<file path="src/rtl/mod_mult_seq_if.sv">
// Handshake bundle for the digit-serial modular multiplier: operand request
// channel and result channel, each with valid/ready.
interface mod_mult_seq_if #(
    parameter int unsigned W = 10
);
    logic         in_valid;
    logic         in_ready;
    logic [W-1:0] in_a;
    logic [W-1:0] in_b;
    logic         out_valid;
    logic         out_ready;
    logic [W-1:0] out_z;
    logic         out_err;

    modport master (
        output in_valid, in_a, in_b, out_ready,
        input  in_ready, out_valid, out_z, out_err
    );

    modport slave (
        input  in_valid, in_a, in_b, out_ready,
        output in_ready, out_valid, out_z, out_err
    );
endinterface

</file>
<file path="src/rtl/mod_mult_seq.sv">
// Digit-serial (a*b) mod MOD: scans b MSB-first, DIGIT bits per clock, using
// interleaved shift-add with up to two conditional subtractions per bit.
module mod_mult_seq #(
    parameter int unsigned MOD   = 997,
    parameter int unsigned W     = 10,
    parameter int unsigned DIGIT = 3
) (
    input logic            clk,
    input logic            rst,
    mod_mult_seq_if.slave  bus
);
    localparam int unsigned NCYC = (W + DIGIT - 1) / DIGIT;
    localparam int unsigned BW   = NCYC * DIGIT;
    localparam int unsigned AW   = W + 2;
    localparam int unsigned CW   = (NCYC > 1) ? $clog2(NCYC) : 1;

    localparam logic [W-1:0]  MOD_W = W'(MOD);
    localparam logic [AW-1:0] MOD_A = AW'(MOD);
    localparam logic [CW-1:0] LAST  = CW'(NCYC - 1);

    typedef enum logic [1:0] {IDLE, CALC, DONE} state_t;

    state_t         state;
    state_t         state_nxt;
    logic [W-1:0]   a_reg;
    logic [BW-1:0]  b_reg;
    logic [AW-1:0]  acc;
    logic [AW-1:0]  acc_step;
    logic [CW-1:0]  cnt;
    logic [W-1:0]   z_reg;
    logic           err_reg;
    logic           op_err;

    assign op_err = (bus.in_a >= MOD_W) || (bus.in_b >= MOD_W);

    always_ff @(posedge clk or posedge rst) begin
        if (rst) state <= IDLE;
        else     state <= state_nxt;
    end

    always_comb begin
        state_nxt = state;
        case (state)
            IDLE: if (bus.in_valid) state_nxt = op_err ? DONE : CALC;
            CALC: if (cnt == LAST)  state_nxt = DONE;
            DONE: if (bus.out_ready) state_nxt = IDLE;
            default: state_nxt = IDLE;
        endcase
    end

    always_comb begin
        bus.in_ready  = 1'b0;
        bus.out_valid = 1'b0;
        case (state)
            IDLE:    bus.in_ready  = 1'b1;
            DONE:    bus.out_valid = 1'b1;
            default: ;
        endcase
    end

    assign bus.out_z   = z_reg;
    assign bus.out_err = err_reg;

    // b_reg is shifted left each cycle, so the current digit is always its top bits.
    always_comb begin
        acc_step = acc;
        for (int unsigned i = 0; i < DIGIT; i++) begin
            acc_step = (acc_step << 1) + (b_reg[BW-1-i] ? {2'b00, a_reg} : '0);
            if (acc_step >= MOD_A) acc_step = acc_step - MOD_A;
            if (acc_step >= MOD_A) acc_step = acc_step - MOD_A;
        end
    end

    always_ff @(posedge clk or posedge rst) begin
        if (rst) begin
            a_reg   <= '0;
            b_reg   <= '0;
            acc     <= '0;
            cnt     <= '0;
            z_reg   <= '0;
            err_reg <= 1'b0;
        end else begin
            case (state)
                IDLE: if (bus.in_valid) begin
                    a_reg <= bus.in_a;
                    b_reg <= BW'(bus.in_b);
                    acc   <= '0;
                    cnt   <= '0;
                    if (op_err) begin
                        z_reg   <= '0;
                        err_reg <= 1'b1;
                    end
                end
                CALC: begin
                    acc   <= acc_step;
                    b_reg <= b_reg << DIGIT;
                    cnt   <= cnt + 1'b1;
                    if (cnt == LAST) begin
                        z_reg   <= acc_step[W-1:0];
                        err_reg <= 1'b0;
                    end
                end
                default: ;
            endcase
        end
    end
endmodule
</file>
<file path="src/flat_wrapper.sv">
// flat-port wrapper written by rule: the top's interface ports become plain ports
module mod_mult_seq_flat 
#(
    parameter int unsigned MOD   = 997,
    parameter int unsigned W     = 10,
    parameter int unsigned DIGIT = 3
)
  (clk, rst, bus_in_valid, bus_in_a, bus_in_b, bus_out_ready, bus_in_ready, bus_out_valid, bus_out_z, bus_out_err);
  mod_mult_seq_if #(.W(W)) bus_i ();
  input logic clk;
  input logic rst;
  input wire logic [$bits(bus_i.in_valid)-1:0] bus_in_valid;
  input wire logic [$bits(bus_i.in_a)-1:0] bus_in_a;
  input wire logic [$bits(bus_i.in_b)-1:0] bus_in_b;
  input wire logic [$bits(bus_i.out_ready)-1:0] bus_out_ready;
  output wire logic [$bits(bus_i.in_ready)-1:0] bus_in_ready;
  output wire logic [$bits(bus_i.out_valid)-1:0] bus_out_valid;
  output wire logic [$bits(bus_i.out_z)-1:0] bus_out_z;
  output wire logic [$bits(bus_i.out_err)-1:0] bus_out_err;
  assign bus_i.in_valid = bus_in_valid;
  assign bus_i.in_a = bus_in_a;
  assign bus_i.in_b = bus_in_b;
  assign bus_i.out_ready = bus_out_ready;
  assign bus_in_ready = bus_i.in_ready;
  assign bus_out_valid = bus_i.out_valid;
  assign bus_out_z = bus_i.out_z;
  assign bus_out_err = bus_i.out_err;
  mod_mult_seq #(.MOD(MOD), .W(W), .DIGIT(DIGIT)) u_core (.clk(clk), .rst(rst), .bus(bus_i));
endmodule
</file>
<file path="config.mk">
export PLATFORM = sky130hd
export DESIGN_NAME = mod_mult_seq_flat
export DESIGN_NICKNAME = d
export VERILOG_FILES = /design/src/rtl/mod_mult_seq_if.sv /design/src/rtl/mod_mult_seq.sv /design/src/flat_wrapper.sv
export SDC_FILE = /design/constraint.sdc
export NUM_CORES = 1
export LEC_CHECK = 0
export BUFFER_PORTS_ARGS = -buffer_cell sky130_fd_sc_hd__buf_4
export CORE_AREA = 2 2 126 128
export CTS_CLUSTER_SIZE = 28
export DETAILED_ROUTE_END_ITERATION = 10
export DIE_AREA = 0 0 128 130
export PLACE_DENSITY = 0.65
export SLEW_MARGIN = 25
export SYNTH_ARGS = -nofsm -noshare
export SYNTH_HDL_FRONTEND = slang
export SYNTH_SLANG_ARGS = --single-unit
</file>
<file path="constraint.sdc">
create_clock -name clk -period 23.9 [get_ports clk]
set_clock_uncertainty 0.15 [all_clocks]
set_input_delay 2.39 -clock clk [delete_from_list [all_inputs] [get_ports clk]]
set_output_delay 2.39 -clock clk [all_outputs]
set_load 0.1 [all_outputs]
</file>
Yosys cells after proc, flatten, opt, wreduce, memory -nomap -nowiden
Cells that the tools add are included.
W data, S select, Z words.
Word-level totals
  register bits: 48
  input port bits: 24
  output and inout bits: 13
  word-level logic and storage cells: 69
Operators by class
  add/subtract/negate cells: 10
  order comparisons: 8
  eq/ne operators: 7
  muxes and demuxes: 30
  reduce and logical (&&, ||, !) cells: 7
Operator list (count)
  $ge A12 B10 Y1 const B: 6
  $mux W10: 6
  $mux W12: 4
  $mux W11: 4
  $sub A12 B10 Y12 const B: 3
  $sub A11 B10 Y11 const B: 3
  $add A12 B12 Y12: 2
  $pmux W12 S2: 1
  $pmux W11 S2: 1
  $ge A10 B10 Y1 const B: 2
  $pmux W10 S2: 1
  $add A12 B10 Y12: 1
  $mux W2: 5
  $pmux W2 S3: 1
  $mux W1: 5
  $eq A2 B2 Y1 const B: 2
  $ne A2 B1 Y1 const B: 2
  $ne A2 B2 Y1 const B: 2
  $pmux W2 S2: 1
  $reduce_and A2 Y1: 2
  $reduce_and A4 Y1: 1
  $reduce_and A3 Y1: 1
  $add A2 B1 Y2 const B: 1
  $eq A2 B1 Y1 const B: 1
  4 further kinds: 4

Depth between registers and ports, before layout
Gate-level depths: netlist of the first run.
  depth in word-level cells: 18
  depth in mapped cells: 66
  depth with buffers taken out: 62

Least setup slack after synthesis of the first run
Ideal clock, no wire load.
  kind: reg2reg
  start point: reg u_core.b_reg[11]
  end point: reg u_core.acc[2]
  library setup time: 0.122 ns
  arrival: 12.587 ns
  data required time: 23.628 ns
  path slack: 11.041 ns
  stages on the path, launching flop included: 62
  buffers on the path: 4
  period minus slack after synthesis: 12.859 ns
  cell sequence: dfrtp_1 -> clkbuf_1 -> and2_1 -> ha_1 -> fa_1 -> a21o_2 -> a221oi_2 -> xnor2_1 -> nand2_1 -> or4_1 -> buf_4 -> nand2_1 -> xnor2_1 -> ha_1 -> o21ai_0 -> and2_1 -> a211o_1 -> a21oi_1 -> (+26 left out) -> o21bai_1 -> a21oi_1 -> xnor2_1 -> nand3_1 -> inv_1 -> nand2_1 -> or2_2 -> a21o_1 -> nand2_1 -> nor4_4 -> a31oi_1 -> buf_2 -> mux2_2 -> buf_6 -> a31oi_1 -> nand3_1 -> or3_1 -> a32o_1
On the way
  longest elaborated chain between the ends: 17
  elaborated cells on any way between the ends: 23
  those cells by class: 9 x add/sub; 6 x order compare; 8 x mux
RTL lines
  start: declaration: line mod_mult_seq.sv:26  | logic [BW-1:0] b_reg;
  start signal: assignment: line mod_mult_seq.sv:86  | b_reg <= BW'(bus.in_b);
  start signal: assignment: line mod_mult_seq.sv:96  | b_reg <= b_reg << DIGIT;
  $mux W10 *: line mod_mult_seq.sv:68  | acc_step = (acc_step << 1) + (b_reg[BW-1-i] ? {2'b00, a_reg} : '0);
  $add A12 B10 Y12 *: line mod_mult_seq.sv:68
  $sub A12 B10 Y12 or $ge A12 B10 Y1 (tied branches): line mod_mult_seq.sv:69  | if (acc_step >= MOD_A) acc_step = acc_step - MOD_A;
  $mux W12 *: line mod_mult_seq.sv:69
  $sub A11 B10 Y11 or $ge A12 B10 Y1 (tied branches): line mod_mult_seq.sv:70  | if (acc_step >= MOD_A) acc_step = acc_step - MOD_A;
  $mux W11 *: line mod_mult_seq.sv:70
  $add A12 B12 Y12 *: line mod_mult_seq.sv:68
  $sub A12 B10 Y12 or $ge A12 B10 Y1 (tied branches): line mod_mult_seq.sv:69
  $mux W12 *: line mod_mult_seq.sv:69
  $sub A11 B10 Y11 or $ge A12 B10 Y1 (tied branches): line mod_mult_seq.sv:70
  $mux W11 *: line mod_mult_seq.sv:70
  $add A12 B12 Y12 *: line mod_mult_seq.sv:68
  $sub A12 B10 Y12 or $ge A12 B10 Y1 (tied branches): line mod_mult_seq.sv:69
  $mux W12 *: line mod_mult_seq.sv:69
  $sub A11 B10 Y11 or $ge A12 B10 Y1 (tied branches): line mod_mult_seq.sv:70
  $mux W11 *: line mod_mult_seq.sv:70
  $pmux W11 S2 *: line mod_mult_seq.sv:83  | case (state)
  end signal: assignment: line mod_mult_seq.sv:95  | acc <= acc_step;
  end: declaration: line mod_mult_seq.sv:27  | logic [AW-1:0] acc;
Mark *: on every way between the ends. The rest lies on a longest branch, timed or not.
A chain may end at the register's enable or synchronous reset.

Final worst setup path of the first run
  start point: reg u_core.b_reg[11]
  end point: reg u_core.z_reg[3], in the netlist u_core.bus.out_z[3]
On the way
  longest elaborated chain between the ends: 18
  elaborated cells on any way between the ends: 24
  those cells by class: 9 x add/sub; 6 x order compare; 9 x mux
RTL lines
  $mux W10 *: line mod_mult_seq.sv:68
  $add A12 B10 Y12 *: line mod_mult_seq.sv:68
  $sub A12 B10 Y12 or $ge A12 B10 Y1 (tied branches): line mod_mult_seq.sv:69
  $mux W12 *: line mod_mult_seq.sv:69
  $sub A11 B10 Y11 or $ge A12 B10 Y1 (tied branches): line mod_mult_seq.sv:70
  $mux W11 *: line mod_mult_seq.sv:70
  $add A12 B12 Y12 *: line mod_mult_seq.sv:68
  $sub A12 B10 Y12 or $ge A12 B10 Y1 (tied branches): line mod_mult_seq.sv:69
  (+2 left out)
  $mux W11 *: line mod_mult_seq.sv:70
  $add A12 B12 Y12 *: line mod_mult_seq.sv:68
  $sub A12 B10 Y12 or $ge A12 B10 Y1 (tied branches): line mod_mult_seq.sv:69
  $mux W12 *: line mod_mult_seq.sv:69
  $sub A11 B10 Y11 or $ge A12 B10 Y1 (tied branches): line mod_mult_seq.sv:70
  $mux W11 *: line mod_mult_seq.sv:70
  $mux W10 *: line mod_mult_seq.sv:98  | if (cnt == LAST) begin
  $pmux W10 S2 *: line mod_mult_seq.sv:83
  end signal: assignment: line mod_mult_seq.sv:99  | z_reg <= acc_step[W-1:0];
  end: declaration: line mod_mult_seq.sv:30  | logic [W-1:0] z_reg;
Mark *: on every way between the ends. The rest lies on a longest branch, timed or not. The select of a mux whose other input is x is not followed.

==> impl_metrics.toml, run 1 <==
[outcome]
status = "finished, final reports clean"

[grt]
grt_antenna_before_repair = 0
track_usage = 0.193
grt_pass1_wl_mm = 26.4
grt_max_degree = 49
grt_pass1_vias = 5378
overflow = 0

[worst_setup_path]
crit_type = "flop to flop"
path_max_fanout = 11
cp.required_ns = 23.94
crit_family = "compound AO/OA/AOI/OAI gates"
crit_top_cell = "a21oi_1"
cpMaxStageDelayCell = "a31oi_1"
slowest_delay_ns = 0.68
worst-path-buf-inv = 1
crit_arrival_ns = 14.75
start_kind = "flop"
r2r_slack_ns = 9.19
cp-end-kind = "flop"

[clock_network]
cts_tree = "yes"
cts_sinks = 48
cts.path.max_buffers = 2
htreeDepth = 2
post_cts_resize_count = 0
root_buffer = "clkbuf_16"
post-cts-setup-buffer-count = 0
hold_buffers = 0
clkSlewWorstSetupHoldPaths_ns = 0.06
numCtsBuffers = 5
clk_latency_ns = 0.29

[timing]
rsz0062_at_grt = "false"
fin_ws_ns = 9.19
slew_violations = 0
finalHoldViolations = 0
final.min_clock_period_ns = 14.71
worstMarginPinSlew_ns = 0.885
clock.fmax_mhz = 68.0
final.period_utilization = 0.616
tns_ns = 0
setup_viol = 0
slew_headroom = 0.407

[routing]
routedWlPerCell_um = 16.1
drcViolationCount = 0
routed_wl_mm = 15.6
ant_nets = 0
vias = 5637
drtIter0Drc = 439
first_pass_iters = 5
via_per_inst = 5.82

[layout]
multiInputGateArea_mm2 = 0.00458
layout.nets = 839
final_cell_area_mm2 = 0.00663
area_growth_syn_to_layout_pct = 9.60
layout-drive-gt1-share = 0.116
largest_reg_flops = 12
diodes = 0
seq_area_mm2 = 0.00120
nFillCells = 1574

[placed_design]
dp_slack_ns = 9.40
gp_congestion = 0.947
post_dp_cell_area_mm2 = 0.00641
hpwl_mm = 12.2
port_buffers = 36

[job]
maxCapViolations = 0

[die]
dieWidth_um = 128
io_pins = 37
die_area_mm2 = 0.0166
fp-row-count = 46
die_height_um = 130
coreArea_mm2 = 0.0154
start_util = 0.392

[min_path]
hold_class = "flop to flop"

[yosys]
synth_edf_count = 0
synth_area_mm2 = 0.00605
ys_seq_area_frac = 0.199
synth_cell_types = 89
synth-seq-cells = 48
yosysWarnings = 0
syn_avg_cell_area_um2 = 7.96
syn_inst = 760
async_flop_share = 1.00
synthesis.nets = 823
synth_ff_type = "dfrtp_1"
==> layer usage <==
metal / vias up / global-route usage / part of all wire
li1: 2797 / - / -
met2: 157 / 0.322 / 0.46
met5: - / 0 / 0
met3: 25 / 0.0271 / 0.048
met1: 2658 / 0.264 / 0.47
met4: 0 / 0.0549 / 0.023
==> synthesized netlist by cell type (all sizes together), types with 8 or more instances <==
master  instances  area [um2]
a21o           12        91.3
xnor2          61         534
or3            10        62.6
dfrtp          48        1200
mux2i          15         163
ha             36         450
o31ai           8        78.8
nand2          78         295
nand3          16        80.1
a21oi          45         240
nor3           26         135
clkbuf         15        56.3
mux2           15         176
xor2           20         175
and3            9        56.3
buf            13         101
o21ai          51         259
a211oi         12         103
nor2           58         220
or2             8        50.1
inv            30         113
nor4           13         103
a31oi          13        81.3
nor2b           8        50.1
o21bai         12        90.1
a22o            8        70.1
and2           36         225
==> logic make-up after synthesis <==
group,synth area share
DFF,0.199
buffers and inverters,0.0447
and+or+nand+nor,0.247
adders and majority gates,0.0844
AOI/OAI and AO/OA,0.244
muxes,0.0560
xor gates and xnor gates,0.125
==> tightest hold or removal path, cell delays in order (launching register included) <==
cell,delay (ns)
dfrtp_1,0.34
nand2_1,0.04
o21ai_0,0.06
==> final timing paths <==
kind                       depth (start not counted)                    startpoint                              end
setup / recovery                                  58  u_core.b_reg[11]$_DFFE_PP0P_  u_core.bus.out_z[3]$_DFFE_PP0P_
hold / removal                                     2   u_core.b_reg[3]$_DFFE_PP0P_      u_core.b_reg[3]$_DFFE_PP0P_
setup reg to reg                                  58  u_core.b_reg[11]$_DFFE_PP0P_  u_core.bus.out_z[3]$_DFFE_PP0P_
hold reg to reg                                    2   u_core.b_reg[3]$_DFFE_PP0P_      u_core.b_reg[3]$_DFFE_PP0P_
max in group asynchronous                          2                           rst      u_core.b_reg[9]$_DFFE_PP0P_
min in group asynchronous                          2                           rst      u_core.a_reg[9]$_DFFE_PP0P_
==> cell usage in the layout (no fill, tap or decap), types with 5 or more instances in the layout <==
cell type | synthesis | layout
nor2b_1 | 8 | 8
a22o_1 | 8 | 8
nand4_1 | 7 | 7
nor4_1 | 11 | 11
o21bai_1 | 12 | 11
xor2_1 | 20 | 20
nand2b_1 | 7 | 7
nor3_1 | 25 | 25
o31ai_1 | 6 | 6
or4_1 | 6 | 6
o21ai_0 | 42 | 42
and2_1 | 35 | 35
a31oi_1 | 13 | 13
ha_1 | 36 | 36
o22ai_1 | 7 | 7
or2_2 | 5 | 5
o21ai_1 | 8 | 8
clkbuf_16 | 0 | 5
nand3_1 | 16 | 16
a21oi_1 | 43 | 43
nand2_1 | 77 | 77
buf_4 | 2 | 37
mux2i_1 | 14 | 14
xnor2_1 | 61 | 61
mux2_2 | 13 | 13
nor2_1 | 57 | 57
or3_1 | 10 | 10
and3_1 | 9 | 9
a21o_1 | 11 | 11
dfrtp_1 | 48 | 48
a211oi_1 | 11 | 11
inv_1 | 30 | 29
==> through the flow <==
step / utilization / hold slack, ns / cells
2_1_floorplan: - / 0.299 / 760
3_5_place_dp: 0.416 / 0.321 / 961
3_3_place_gp: 0.416 / 0.312 / 961
4_1_cts: 0.430 / 0.335 / 969
5_1_grt: 0.430 / 0.348 / 969
6_report: 0.430 / 0.332 / 969
==> cell type report <==
| cell class | count | area share |
|---|---|---|
| Clock buffer | 5 | 0.0189 |
| Clock inverter | 3 | 0.0136 |
| Inverter | 30 | 0.0172 |
| Multi-Input combinational cell | 654 | 0.691 |
| Sequential cell | 48 | 0.181 |
| Tap cell | 192 | 0.0362 |
| Timing Repair Buffer | 37 | 0.0419 |
Power of run 1 is left out: the tool's default activity adds up to more than one toggle a clock period on the data nets, which glitch-free logic cannot reach.
==> run 2: changes to the inputs <==
--- a/config.mk
+++ b/config.mk
@@ -10,7 +10,7 @@
 export CTS_CLUSTER_SIZE = 28
 export DETAILED_ROUTE_END_ITERATION = 10
 export DIE_AREA = 0 0 128 130
-export PLACE_DENSITY = 0.65
+export PLACE_DENSITY = 0.67
 export SLEW_MARGIN = 25
 export SYNTH_ARGS = -nofsm -noshare
 export SYNTH_HDL_FRONTEND = slang
==> constraint.sdc (replaced) <==
create_clock -name clk -period 13.03 [get_ports clk]
set_clock_uncertainty 0.15 [all_clocks]
set_input_delay 1.303 -clock clk [delete_from_list [all_inputs] [get_ports clk]]
set_output_delay 1.303 -clock clk [all_outputs]
set_load 0.1 [all_outputs]
==> run 2 against run 1 <==
Worst hold slack improved by 0.0021 ns. Die area unchanged. Maximum frequency rose by 21%. Setup slack worse by 8.3 ns. Global-route usage increased by 0.12 points. Critical path depth rose by 1. Design area rose by 6.1%. Count of clock-buffer cells in the layout rose by 1. Critical endpoint is now u_core.acc[9]$_DFFE_PP0P_.
==> impl_metrics.toml, run 2 (same netlist as run 1, synthesis figures left out) <==
[worst_setup_path]
cp-end-kind = "flop"
crit_type = "flop to flop"
cp.required_ns = 13.01
start_kind = "flop"
slowest_delay_ns = 0.58
path_max_fanout = 12
crit_arrival_ns = 12.14
cpMaxStageDelayCell = "or4_4"

[routing]
ant_nets = 0
first_pass_iters = 5
via_per_inst = 5.74
routedWlPerCell_um = 16.3
drtIter0Drc = 402
routed_wl_mm = 16.4
drcViolationCount = 0
vias = 5771

[timing]
slew_violations = 0
fin_ws_ns = 0.868
slew_headroom = 0.391
tns_ns = 0
finalHoldViolations = 0
clock.fmax_mhz = 82.2
setup_viol = 0
holdWs_ns = 0.334
worstMarginPinSlew_ns = 0.913
final.period_utilization = 0.933
final.min_clock_period_ns = 12.16

[layout]
final_cell_mix = "76 x nand2_1, 73 x buf_4, 55 x nor2_1, 55 x xnor2_1, 47 x dfrtp_1"
final_cells = 1006
area_growth_syn_to_layout_pct = 16.3
layout-drive-gt1-share = 0.199
nFillCells = 1523
final_common_cell = "nand2_1"
layout.nets = 876
largest_reg_flops = 12
diodes = 0

[clock_network]
htreeDepth = 2
cts.path.max_buffers = 2
root_buffer = "clkbuf_16"
cts_tree = "yes"
hold_buffers = 0
cts_sinks = 48
numCtsBuffers = 5
clkSlewWorstSetupHoldPaths_ns = 0.06
clk_latency_ns = 0.28

[placed_design]
place_inst = 983
dp_slack_ns = -0.0624
port_buffers = 36
hpwl_mm = 12.5
gp_congestion = 0.939

[die]
dieWidth_um = 128
die_height_um = 130
io_pins = 37
start_util = 0.392
fp-row-count = 46
die_area_mm2 = 0.0166
coreArea_mm2 = 0.0154

[grt]
track_usage = 0.195
grt_pass1_vias = 5338
grt_max_degree = 49
overflow = 0
grt_pass1_wl_mm = 26.5
grt_antenna_before_repair = 0

[min_path]
hold_class = "flop to flop"

[job]
maxCapViolations = 0

[outcome]
status = "finished, final reports clean"
[run 2: layer usage]
metal	vias to the layer above	track usage	routed length (um)	part of all wire
met1	2728	0.274	7760	0.47
met3	13	0.0172	621	0.038
li1	2881	-	-	-
met4	0	0.0491	244	0.015
met5	-	0	0	0
met2	149	0.325	7730	0.47
[run 2: layout make-up]
type,instances,area (um2),area share
inverter,30,114,0.0162
sequential,48,1200,0.171
clock buffer,6,139,0.0197
multi-input combinational,654,4770,0.678
clock inverter,2,10.0,0.00142
tap,192,240,0.0342
timing repair buffer,74,559,0.0795
[run 2: final timing paths]
check | cells past startpoint | to | from | slack, ns
min in group asynchronous | 2 | u_core.a_reg[6]$_DFFE_PP0P_ | rst | 1.02
worst max-delay path | 59 | u_core.acc[9]$_DFFE_PP0P_ | u_core.b_reg[11]$_DFFE_PP0P_ | 0.87
worst min register to register | 2 | u_core.b_reg[5]$_DFFE_PP0P_ | u_core.b_reg[5]$_DFFE_PP0P_ | 0.33
max in group asynchronous | 2 | u_core.b_reg[11]$_DFFE_PP0P_ | rst | 11.18
worst max register to register | 59 | u_core.acc[9]$_DFFE_PP0P_ | u_core.b_reg[11]$_DFFE_PP0P_ | 0.87
worst min-delay path | 2 | u_core.b_reg[5]$_DFFE_PP0P_ | u_core.b_reg[5]$_DFFE_PP0P_ | 0.33
[run 2: per-stage QoR]
| step | utilization | instance area (um2) |
|---|---|---|
| after floorplan | - | 6050 |
| after global placement | 0.427 | 6580 |
| after detailed placement | 0.427 | 6580 |
| after CTS | 0.437 | 6740 |
| after global routing | 0.456 | 7030 |
| final | 0.456 | 7030 |
[run 2: worst max-delay path: cells and delay by family (launching register included)]
family          cells  cell delay, ns
xor+xnor            4            0.76
compound gates     26            4.70
flops               1            0.44
fa+ha+maj           6            1.72
mux                 2            0.62
buf+inv             1            0.16
simple gates       20            3.45
[run 2: repair_timing]
item	CTS	global route
endpoints found under the setup margin	6	21
pin swaps	0	18
gates resized for setup	3	39
gates cloned	0	1
buffers inserted	0	14
Power of run 2 is left out for the same reason.
